==> src/rtl/alu_pkg.sv <==
// alu_pkg: opcode map and FSM state encoding for the
// execute-stage ALU with iterative multiply/divide.
package alu_pkg;

    localparam logic [4:0] OP_ADD   = 5'h00;
    localparam logic [4:0] OP_SUB   = 5'h01;
    localparam logic [4:0] OP_SLT   = 5'h02;
    localparam logic [4:0] OP_AND   = 5'h03;
    localparam logic [4:0] OP_NOR   = 5'h04;
    localparam logic [4:0] OP_OR    = 5'h05;
    localparam logic [4:0] OP_XOR   = 5'h06;
    localparam logic [4:0] OP_SLL   = 5'h07;
    localparam logic [4:0] OP_SRL   = 5'h08;
    localparam logic [4:0] OP_SLTU  = 5'h09;
    localparam logic [4:0] OP_SLLV  = 5'h0C;
    localparam logic [4:0] OP_SRA   = 5'h0D;
    localparam logic [4:0] OP_SRAV  = 5'h0E;
    localparam logic [4:0] OP_SRLV  = 5'h0F;
    localparam logic [4:0] OP_LUI   = 5'h10;
    localparam logic [4:0] OP_MULT  = 5'h11;
    localparam logic [4:0] OP_MULTU = 5'h12;
    localparam logic [4:0] OP_DIV   = 5'h13;
    localparam logic [4:0] OP_DIVU  = 5'h14;
    localparam logic [4:0] OP_MFHI  = 5'h15;
    localparam logic [4:0] OP_MFLO  = 5'h16;
    localparam logic [4:0] OP_MTHI  = 5'h17;
    localparam logic [4:0] OP_MTLO  = 5'h18;

    typedef enum logic [2:0] {
        ST_IDLE,
        ST_MUL,
        ST_DIV,
        ST_FIX,
        ST_DONE
    } state_t;

endpackage

==> src/rtl/mdu_iter.sv <==
// mdu_iter: radix-2 shift-add multiplier / restoring divider.
// Ports: i_start/i_abort control, i_is_div/i_is_signed mode,
// i_a/i_b operands, o_busy, o_done (last step this cycle),
// o_hi_out/o_lo_out sign-corrected results (valid after done).
module mdu_iter #(
    parameter int WIDTH = 32
) (
    input  logic             clk,
    input  logic             rst_n,
    input  logic             i_start,
    input  logic             i_abort,
    input  logic             i_is_div,
    input  logic             i_is_signed,
    input  logic [WIDTH-1:0] i_a,
    input  logic [WIDTH-1:0] i_b,
    output logic             o_busy,
    output logic             o_done,
    output logic [WIDTH-1:0] o_hi_out,
    output logic [WIDTH-1:0] o_lo_out
);

    localparam int CW = $clog2(WIDTH);

    logic [CW-1:0]    r_cnt;
    logic             r_busy;
    logic             r_div;
    logic             r_neg_q;
    logic             r_neg_r;
    logic             r_bzero;
    logic [WIDTH-1:0] r_a_orig;
    // r_acc: product high half / partial remainder
    // r_b:   multiplicand / divisor magnitude
    // r_q:   multiplier -> product low half / dividend -> quotient
    logic [WIDTH-1:0] r_acc;
    logic [WIDTH-1:0] r_b;
    logic [WIDTH-1:0] r_q;

    logic [WIDTH-1:0]   w_ma;
    logic [WIDTH-1:0]   w_mb;
    logic [WIDTH:0]     w_sum;
    logic [WIDTH:0]     w_sh;
    logic [WIDTH:0]     w_diff;
    logic               w_ge;
    logic [2*WIDTH-1:0] w_prod;
    logic [2*WIDTH-1:0] w_prod_s;
    logic [WIDTH-1:0]   w_quo;
    logic [WIDTH-1:0]   w_rem;

    assign w_ma = (i_is_signed && i_a[WIDTH-1]) ? -i_a : i_a;
    assign w_mb = (i_is_signed && i_b[WIDTH-1]) ? -i_b : i_b;

    assign w_sum  = {1'b0, r_acc} + {1'b0, (r_q[0] ? r_b : '0)};
    assign w_sh   = {r_acc, r_q[WIDTH-1]};
    assign w_diff = w_sh - {1'b0, r_b};
    // partial remainder stays below divisor, so a set top bit
    // of the difference means the trial subtraction borrowed
    assign w_ge   = ~w_diff[WIDTH];

    assign w_prod   = {r_acc, r_q};
    assign w_prod_s = r_neg_q ? -w_prod : w_prod;
    assign w_quo    = r_neg_q ? -r_q : r_q;
    assign w_rem    = r_neg_r ? -r_acc : r_acc;

    assign o_busy = r_busy;
    assign o_done = r_busy && (r_cnt == '0);

    always_comb begin
        o_hi_out = w_prod_s[2*WIDTH-1:WIDTH];
        o_lo_out = w_prod_s[WIDTH-1:0];
        if (r_div) begin
            if (r_bzero) begin
                o_hi_out = r_a_orig;
                o_lo_out = '1;
            end else begin
                o_hi_out = w_rem;
                o_lo_out = w_quo;
            end
        end
    end

    always_ff @(posedge clk or negedge rst_n) begin
        if (!rst_n) begin
            r_cnt    <= '0;
            r_busy   <= 1'b0;
            r_div    <= 1'b0;
            r_neg_q  <= 1'b0;
            r_neg_r  <= 1'b0;
            r_bzero  <= 1'b0;
            r_a_orig <= '0;
            r_acc    <= '0;
            r_b      <= '0;
            r_q      <= '0;
        end else if (i_abort) begin
            r_busy <= 1'b0;
        end else if (i_start) begin
            r_busy   <= 1'b1;
            r_cnt    <= CW'(WIDTH - 1);
            r_div    <= i_is_div;
            r_neg_q  <= i_is_signed & (i_a[WIDTH-1] ^ i_b[WIDTH-1]);
            r_neg_r  <= i_is_signed & i_a[WIDTH-1];
            r_bzero  <= (i_b == '0);
            r_a_orig <= i_a;
            r_acc    <= '0;
            r_b      <= w_mb;
            r_q      <= w_ma;
        end else if (r_busy) begin
            r_cnt <= r_cnt - 1'b1;
            if (r_cnt == '0) begin
                r_busy <= 1'b0;
            end
            if (r_div) begin
                r_acc <= w_ge ? w_diff[WIDTH-1:0] : w_sh[WIDTH-1:0];
                r_q   <= {r_q[WIDTH-2:0], w_ge};
            end else begin
                r_acc <= w_sum[WIDTH:1];
                r_q   <= {w_sum[0], r_q[WIDTH-1:1]};
            end
        end
    end

endmodule

==> src/rtl/alu_mdu.sv <==
// alu_mdu: registered ALU plus iterative MUL/DIV with HI/LO.
// Ports: clk, rst_n, in_valid/in_ready request handshake,
// alu_op/bus_a/bus_b/shamt operation, flush abort,
// out_valid pulse with result/zero, architectural hi/lo.
module alu_mdu #(
    parameter int WIDTH = 32,
    parameter int SHW   = $clog2(WIDTH)
) (
    input  logic             clk,
    input  logic             rst_n,
    input  logic             in_valid,
    output logic             in_ready,
    input  logic [4:0]       alu_op,
    input  logic [WIDTH-1:0] bus_a,
    input  logic [WIDTH-1:0] bus_b,
    input  logic [SHW-1:0]   shamt,
    input  logic             flush,
    output logic             out_valid,
    output logic [WIDTH-1:0] result,
    output logic             zero,
    output logic [WIDTH-1:0] hi,
    output logic [WIDTH-1:0] lo
);

    import alu_pkg::*;

    state_t           r_state;
    logic             r_valid;
    logic             r_zero;
    logic [WIDTH-1:0] r_result;
    logic [WIDTH-1:0] r_hi;
    logic [WIDTH-1:0] r_lo;

    logic             w_accept;
    logic             w_is_mul;
    logic             w_is_div;
    logic             w_is_signed;
    logic             w_start;
    logic             w_busy;
    logic             w_last;
    logic [SHW-1:0]   w_sav;
    logic [WIDTH-1:0] w_alu;
    logic [WIDTH-1:0] w_mhi;
    logic [WIDTH-1:0] w_mlo;

    // gated by rst_n so requesters see "not ready" during reset
    assign in_ready = rst_n && (r_state == ST_IDLE);
    assign w_accept = in_valid && in_ready && !flush;

    assign w_is_mul    = (alu_op == OP_MULT) || (alu_op == OP_MULTU);
    assign w_is_div    = (alu_op == OP_DIV) || (alu_op == OP_DIVU);
    assign w_is_signed = (alu_op == OP_MULT) || (alu_op == OP_DIV);
    assign w_start     = w_accept && (w_is_mul || w_is_div);
    assign w_sav       = bus_a[SHW-1:0];

    assign out_valid = r_valid;
    assign result    = r_result;
    assign zero      = r_zero;
    assign hi        = r_hi;
    assign lo        = r_lo;

    always_comb begin
        w_alu = '0;
        case (alu_op)
            OP_ADD:  w_alu = bus_a + bus_b;
            OP_SUB:  w_alu = bus_a - bus_b;
            OP_SLT:  w_alu = {{(WIDTH-1){1'b0}},
                              $signed(bus_a) < $signed(bus_b)};
            OP_SLTU: w_alu = {{(WIDTH-1){1'b0}}, bus_a < bus_b};
            OP_AND:  w_alu = bus_a & bus_b;
            OP_NOR:  w_alu = ~(bus_a | bus_b);
            OP_OR:   w_alu = bus_a | bus_b;
            OP_XOR:  w_alu = bus_a ^ bus_b;
            OP_SLL:  w_alu = bus_b << shamt;
            OP_SRL:  w_alu = bus_b >> shamt;
            OP_SRA:  w_alu = $signed(bus_b) >>> shamt;
            OP_SLLV: w_alu = bus_b << w_sav;
            OP_SRLV: w_alu = bus_b >> w_sav;
            OP_SRAV: w_alu = $signed(bus_b) >>> w_sav;
            OP_LUI:  w_alu = {bus_b[WIDTH/2-1:0], {(WIDTH/2){1'b0}}};
            OP_MFHI: w_alu = r_hi;
            OP_MFLO: w_alu = r_lo;
            OP_MTHI: w_alu = bus_a;
            OP_MTLO: w_alu = bus_a;
            default: w_alu = '0;
        endcase
    end

    mdu_iter #(
        .WIDTH (WIDTH)
    ) u_mdu (
        .clk         (clk),
        .rst_n       (rst_n),
        .i_start     (w_start),
        .i_abort     (flush),
        .i_is_div    (w_is_div),
        .i_is_signed (w_is_signed),
        .i_a         (bus_a),
        .i_b         (bus_b),
        .o_busy      (w_busy),
        .o_done      (w_last),
        .o_hi_out    (w_mhi),
        .o_lo_out    (w_mlo)
    );

    always_ff @(posedge clk or negedge rst_n) begin
        if (!rst_n) begin
            r_state  <= ST_IDLE;
            r_valid  <= 1'b0;
            r_zero   <= 1'b1;
            r_result <= '0;
            r_hi     <= '0;
            r_lo     <= '0;
        end else if (flush) begin
            r_state <= ST_IDLE;
            r_valid <= 1'b0;
        end else begin
            r_valid <= 1'b0;
            case (r_state)
                ST_IDLE: begin
                    if (w_accept) begin
                        if (w_is_mul) begin
                            r_state <= ST_MUL;
                        end else if (w_is_div) begin
                            r_state <= ST_DIV;
                        end else begin
                            r_state  <= ST_DONE;
                            r_valid  <= 1'b1;
                            r_result <= w_alu;
                            r_zero   <= (w_alu == '0);
                            if (alu_op == OP_MTHI) r_hi <= bus_a;
                            if (alu_op == OP_MTLO) r_lo <= bus_a;
                        end
                    end
                end
                // the !w_busy term only guards against a lost engine
                ST_MUL, ST_DIV: begin
                    if (w_last || !w_busy) r_state <= ST_FIX;
                end
                ST_FIX: begin
                    r_state  <= ST_DONE;
                    r_valid  <= 1'b1;
                    r_hi     <= w_mhi;
                    r_lo     <= w_mlo;
                    r_result <= w_mlo;
                    r_zero   <= (w_mlo == '0);
                end
                ST_DONE: r_state <= ST_IDLE;
                default: r_state <= ST_IDLE;
            endcase
        end
    end

endmodule
==> config.mk <==
export PLATFORM = sky130hd
export DESIGN_NAME = alu_mdu
export DESIGN_NICKNAME = d
export VERILOG_FILES = /design/src/rtl/alu_pkg.sv /design/src/rtl/mdu_iter.sv /design/src/rtl/alu_mdu.sv
export SDC_FILE = /design/constraint.sdc
export NUM_CORES = 2
export LEC_CHECK = 0
export ABC_CLOCK_PERIOD_IN_PS = 7100
export CELL_PAD_IN_SITES_DETAIL_PLACEMENT = 0
export CELL_PAD_IN_SITES_GLOBAL_PLACEMENT = 1
export CORE_MARGIN = 10
export CORE_UTILIZATION = 40
export DETAILED_ROUTE_END_ITERATION = 10
export PLACE_DENSITY = 0.8
export RECOVER_POWER = 25
export SYNTH_ARGS = -nofsm -noshare
export SYNTH_HDL_FRONTEND = slang
export SYNTH_SLANG_ARGS = --single-unit
==> constraint.sdc <==
create_clock -name clk -period 7.1 [get_ports clk]
set_input_delay 1.42 -clock clk [delete_from_list [all_inputs] [get_ports clk]]
set_output_delay 1.42 -clock clk [all_outputs]
set_load 0.01 [all_outputs]
# == After elaboration in Yosys (flattened, before gate mapping) ==
# Index checks and enable logic that the tools add are counted.
# totals
output_inout_bits,99
wordCells,158
register_bits,239
in_bits,78
# classes
shift,6
magnitude_cmp,2
n_eq_ne,32
addsub,10
n_bitwise,9
n_reduce_logical,30
mux,53
# ops
cell,n
$mux 32,27
$pmux 32 s18,1
$pmux 32 s2,3
$neg 32->32,4
$logic_not 32->1,3
$lt 32x32->1,2
$mux 64,1
$neg 64->64,1
$shl 32x5->32,2
$shr 32x5->32,2
$sshr 32x5->32,2
$eq 5x5->1 const B,9
$add 32x32->33,1
$sub 33x32->33,1
$add 32x32->32,1
$and 32x32->32,1
$not 32->32,1
$or 32x32->32,1
$sub 32x32->32,1
$xor 32x32->32,1
$eq 5x4->1 const B,6
$eq 5x3->1 const B,4
$mux 3,5
$reduce_and 6->1,2
24 further kinds,60

# == Logic depth before layout (Yosys ltp) ==
# logic_depth
depth_word,8
ltp_mapped,18
ltp_nobuf,16

# == By module ==
# From an unflattened synthesis, not the netlist that was laid out.
# unflattened
cells_unflattened,4464
hier_area_um2,32014.5
# by_module_without_submodules
mod,instances,cells_each,area_each_um2
alu_mdu,1,2620,18161.2
mdu_iter,1,1844,13853.3

# == Worst setup path before layout ==
# OpenSTA, ideal clock, no wires.
# synth_timing
kind,input-to-reg
startpoint,input bus_b[13]
endpoint,register r_zero (netlist: zero)
path_slack_ns,1.858
arrival_time_ns,5.170
stages,16
path_cell_list,clkbuf_1 clkbuf_1 inv_1 ha_1 clkbuf_1 a21o_1 a221o_1 a311oi_1 o21ai_1 a21o_1 a221oi_1 a211oi_1 or4_1 a2111oi_0 nand4_1 o21ai_1
# synth_via
elab_chain_len,8
elab_cells_between_ends,20
classes_between,add/sub (2); order compare (2); shift (6); mux (5); bitwise (4); reduce/logical (1)
# synth_rtl
element,line,text
start: declaration,alu_mdu.sv:15,"input logic [WIDTH-1:0] bus_b,"
"parallel branches: the longest is 2 deep, another holds $sub 32x32->32",n/a,
$pmux 32 s18 (*),alu_mdu.sv:64,case (alu_op)
$logic_not 32->1 (*),alu_mdu.sv:130,r_zero <= (w_alu == '0);
$mux 1 (*),alu_mdu.sv:124,end else if (w_is_div) begin
$mux 1 (*),alu_mdu.sv:122,if (w_is_mul) begin
$mux 1 (*),alu_mdu.sv:121,if (w_accept) begin
$pmux 1 s2 (*),alu_mdu.sv:119,case (r_state)
end signal: assignment,alu_mdu.sv:130,
end signal: assignment,alu_mdu.sv:146,r_zero <= (w_mlo == '0);
end: declaration,alu_mdu.sv:29,logic r_zero;
# Mark *: on every way between the ends. The select of a mux whose other input is x is not followed.
# A chain may end at the register's enable or synchronous reset.

# == Worst setup path in the final report ==
# layout_timing
startpoint,input alu_op[4]
endpoint,register r_zero (netlist: zero)
# layout_via
elab_chain_len,8
elab_cells_between_ends,35
classes_between,eq/ne (24); mux (5); reduce/logical (6)
# layout_rtl
element,line,text
start: declaration,alu_mdu.sv:13,"input logic [4:0] alu_op,"
$eq 5x5->1,alu_mdu.sv:64,
$reduce_or 2->1 (no source line),n/a,
$pmux 32 s18,alu_mdu.sv:64,
$logic_not 32->1,alu_mdu.sv:130,
$mux 1,alu_mdu.sv:124,
$mux 1,alu_mdu.sv:122,
$mux 1,alu_mdu.sv:121,
$pmux 1 s2,alu_mdu.sv:119,
# Several ways; a longest one is shown, not always the timed one. The select of a mux whose other input is x is not followed.

==> flow_summary.yaml <==
routing:
  drt.antenna.violating_nets: 0
  wl_per_cell_um: 36.9
  drt_iter0_drc: 6242
  vias_per_cell: 7.02
  drt-total-wl_um: 209000
  drtPass1Iterations: 10
  vias: 39700
  drc: 0
synth:
  ys_seq_elements: 239
  ys_warn_count: 0
  syn_inst: 4416
  synthesis.nets: 4669
  synth_area_leader_cell: "dfrtp_1"
  synthTopCellsByArea: "dfrtp_1, ha_1, nand2_1"
  yosysTopAreaCellShare: 0.186
  synth_cell_types: 103
  async_reset_ff_frac: 1.00
  syn_area_mm2: 0.0320
  synth-edff-count: 0
  ys.flop_type: "dfrtp_1"
  ys_seq_area_frac: 0.187
  postSynthAreaPerCell_um2: 7.25
worst_setup_path:
  ff2ff_path_depth: 16
  r2r_slack_ps: 1540
  criticalPathCategory: "in2reg"
  start_kind: "primary input"
  crit_fanout: 28
  cp.arrival_ps: 7110
  cp.required_ps: 7590
  timing.rr.start: "u_mdu.r_q[0]"
  end_kind: "flop"
  r2r-end: "u_mdu.r_acc[30]"
cts:
  cts-root-buf: "clkbuf_16"
  cts_tree: "built"
  cts_hold_buf: 0
  clkTransAtPathRegs_ps: 70
  numCtsBuffers: 26
  cts_sinks: 239
  h-tree-depth: 1
  clock_latency_ps: 570
  cts_resized: 0
  post_cts_buffers: 0
  clk_path_buf_depth: 3
layout:
  ff_latch_area_mm2: 0.00599
  drive_gt1_frac: 0.111
  layout_common_cells: "nand2_1, nor2_1, buf_4"
  final_area_mm2: 0.0371
  fillers: 8113
  area_growth_pct: 15.7
  fin_nets: 4829
  final_common_cell: "nand2_1"
  multiInputGateArea_mm2: 0.0239
global_routing:
  grt_max_degree: 153
  overflow: 0
  grt_pass1_wl_um: 288000
  antenna_found_initial: 10
  grt_use_total: 0.436
  first_global_vias: 36700
worst_hold_path:
  whs_path_depth: 1
  min_path_type: "reg2reg"
  holdPathEnd: "result[29]"
  hp-start: "result[29]"
pwr:
  power.leakage_nw: 15.4
  ir_worst_vdd_v: 0.000202
  power.density_mw_per_mm2: 234
timing:
  setup_violations: 0
  rsz0062_at_grt: "no"
  clock_skew_ps: 13.9
  final-max-slew-violation-count: 155
  timing.final.crit_share: 0.932
  period_minus_slack_ps: 6620
  fin_setup_tns_ps: 0
  fmax_ghz: 0.151
  slew_headroom: -1.68
  finalHoldViolations: 0
  worstMarginPinSlew_ps: 4020
placement:
  portBuffers: 176
  dp_hpwl_um: 162000
  placed_area_mm2: 0.0362
  routabilityCongestion: 1.16
floorplanning:
  coreArea_mm2: 0.0791
  row_count: 103
  start_util: 0.405
  ios: 177
  fp.dieH_um: 303
  dieArea_mm2: 0.0918
  die_w_um: 303
run:
  max_cap_violations: 3
run_status:
  outcome: "finished with violations"
  violations: "capacitance limit, slew limit"
-- report_power, final --
group          switching [mW]  internal [mW]  leakage (nW)
clock                   0.643          0.785         0.427
sequential              0.669           1.70          3.03
combinational            2.90           1.97          11.9
total                    4.21           4.46          15.4
-- cell usage after synthesis (26+ instances only) --
cell type and count:
xor2_1 57, a211oi_1 200, o22ai_1 43, nor4_1 42
ha_1 171, mux2i_1 133, o31ai_1 74, a31oi_1 40
nor3_1 90, a21oi_1 271, a311oi_1 38, xnor2_1 176
a22oi_1 121, nand2b_1 108, nand4_1 26, a21o_1 63
nand3_1 92, a221oi_1 30, buf_2 52, nor2_1 401
dfrtp_1 238, buf_1 26, nand2_1 515, a222oi_1 35
inv_1 156, clkbuf_1 283, and3_1 27, and2_1 26
or3_1 41, o21ai_0 311, o211ai_1 77
-- cell families after synthesis --
family | Yosys count | synth area share
AOI/OAI and AO/OA | 1580 | 0.340
and+or+nand+nor | 1482 | 0.216
muxes | 164 | 0.0549
DFF | 239 | 0.187
buffers and inverters | 543 | 0.0693
adders and majority gates | 175 | 0.0693
xor gates and xnor gates | 233 | 0.0637
-- how the worst max path moves through the flow --
stage	cells after the start	slack, ps	startpoint	to
2_1_floorplan	16	1860	bus_b[13]	zero
3_3_place_gp	18	190	alu_op[3]	zero
3_5_place_dp	17	200	alu_op[4]	zero
4_1_cts	17	750	alu_op[4]	zero
5_1_grt	17	480	alu_op[4]	zero
6_report	17	480	alu_op[4]	zero
-- critical path, stage by stage --
cell	delay (ps)
clkdlybuf4s50_1	450
and3b_4	610
buf_4	310
nand2_4	230
a311oi_1	660
mux2i_1	160
mux2i_1	400
buf_4	200
nor2_1	70
a2111oi_1	700
buf_4	260
nand3_1	250
or4_1	690
nor4_1	250
buf_4	180
nand4_1	70
o21ai_1	140
-- final cells by class --
cell class | instances | area share
clock buffers | 33 | 0.0191
repair buffers | 514 | 0.117
inverters | 161 | 0.0163
well taps | 1050 | 0.0354
clock inverters | 15 | 0.00405
flip-flops and latches | 239 | 0.162
diodes | 13 | 0.000878
multi-input cells | 3634 | 0.645
-- metrics by stage --
step                total power, mW  setup WS (ps)  utilization  hold slack [ps]  cells
floorplan                      5.15           1860            -              441   4416
global placement               7.00            194        0.457              452   5598
detailed placement             7.03            203        0.457              463   5598
CTS                            8.46            747        0.468              481   5646
global route                   9.05            484        0.468              493   5646
finish                         8.67            483        0.468              483   5659
-- registers in the layout, indices dropped and copies added (netlist names) --
register,flops
u_mdu.o_busy,1
u_mdu.r_div,1
u_mdu.r_neg_q,1
u_mdu.r_neg_r,1
u_mdu.r_b,32
out_valid,1
u_mdu.r_acc,32
lo,32
u_mdu.r_cnt,5
u_mdu.r_q,32
u_mdu.r_bzero,1
hi,32
u_mdu.r_a_orig,32
result,32
zero,1
r_state,3
-- per-layer routing --
metal  wire [um]  part of all wire  GRT usage
met5          51           0.00024          0
met4       18800             0.090      0.320
met3       23600              0.11      0.107
met2       87600              0.42      0.653
met1       78900              0.38      0.539
(Power assumes the default switching activity.)
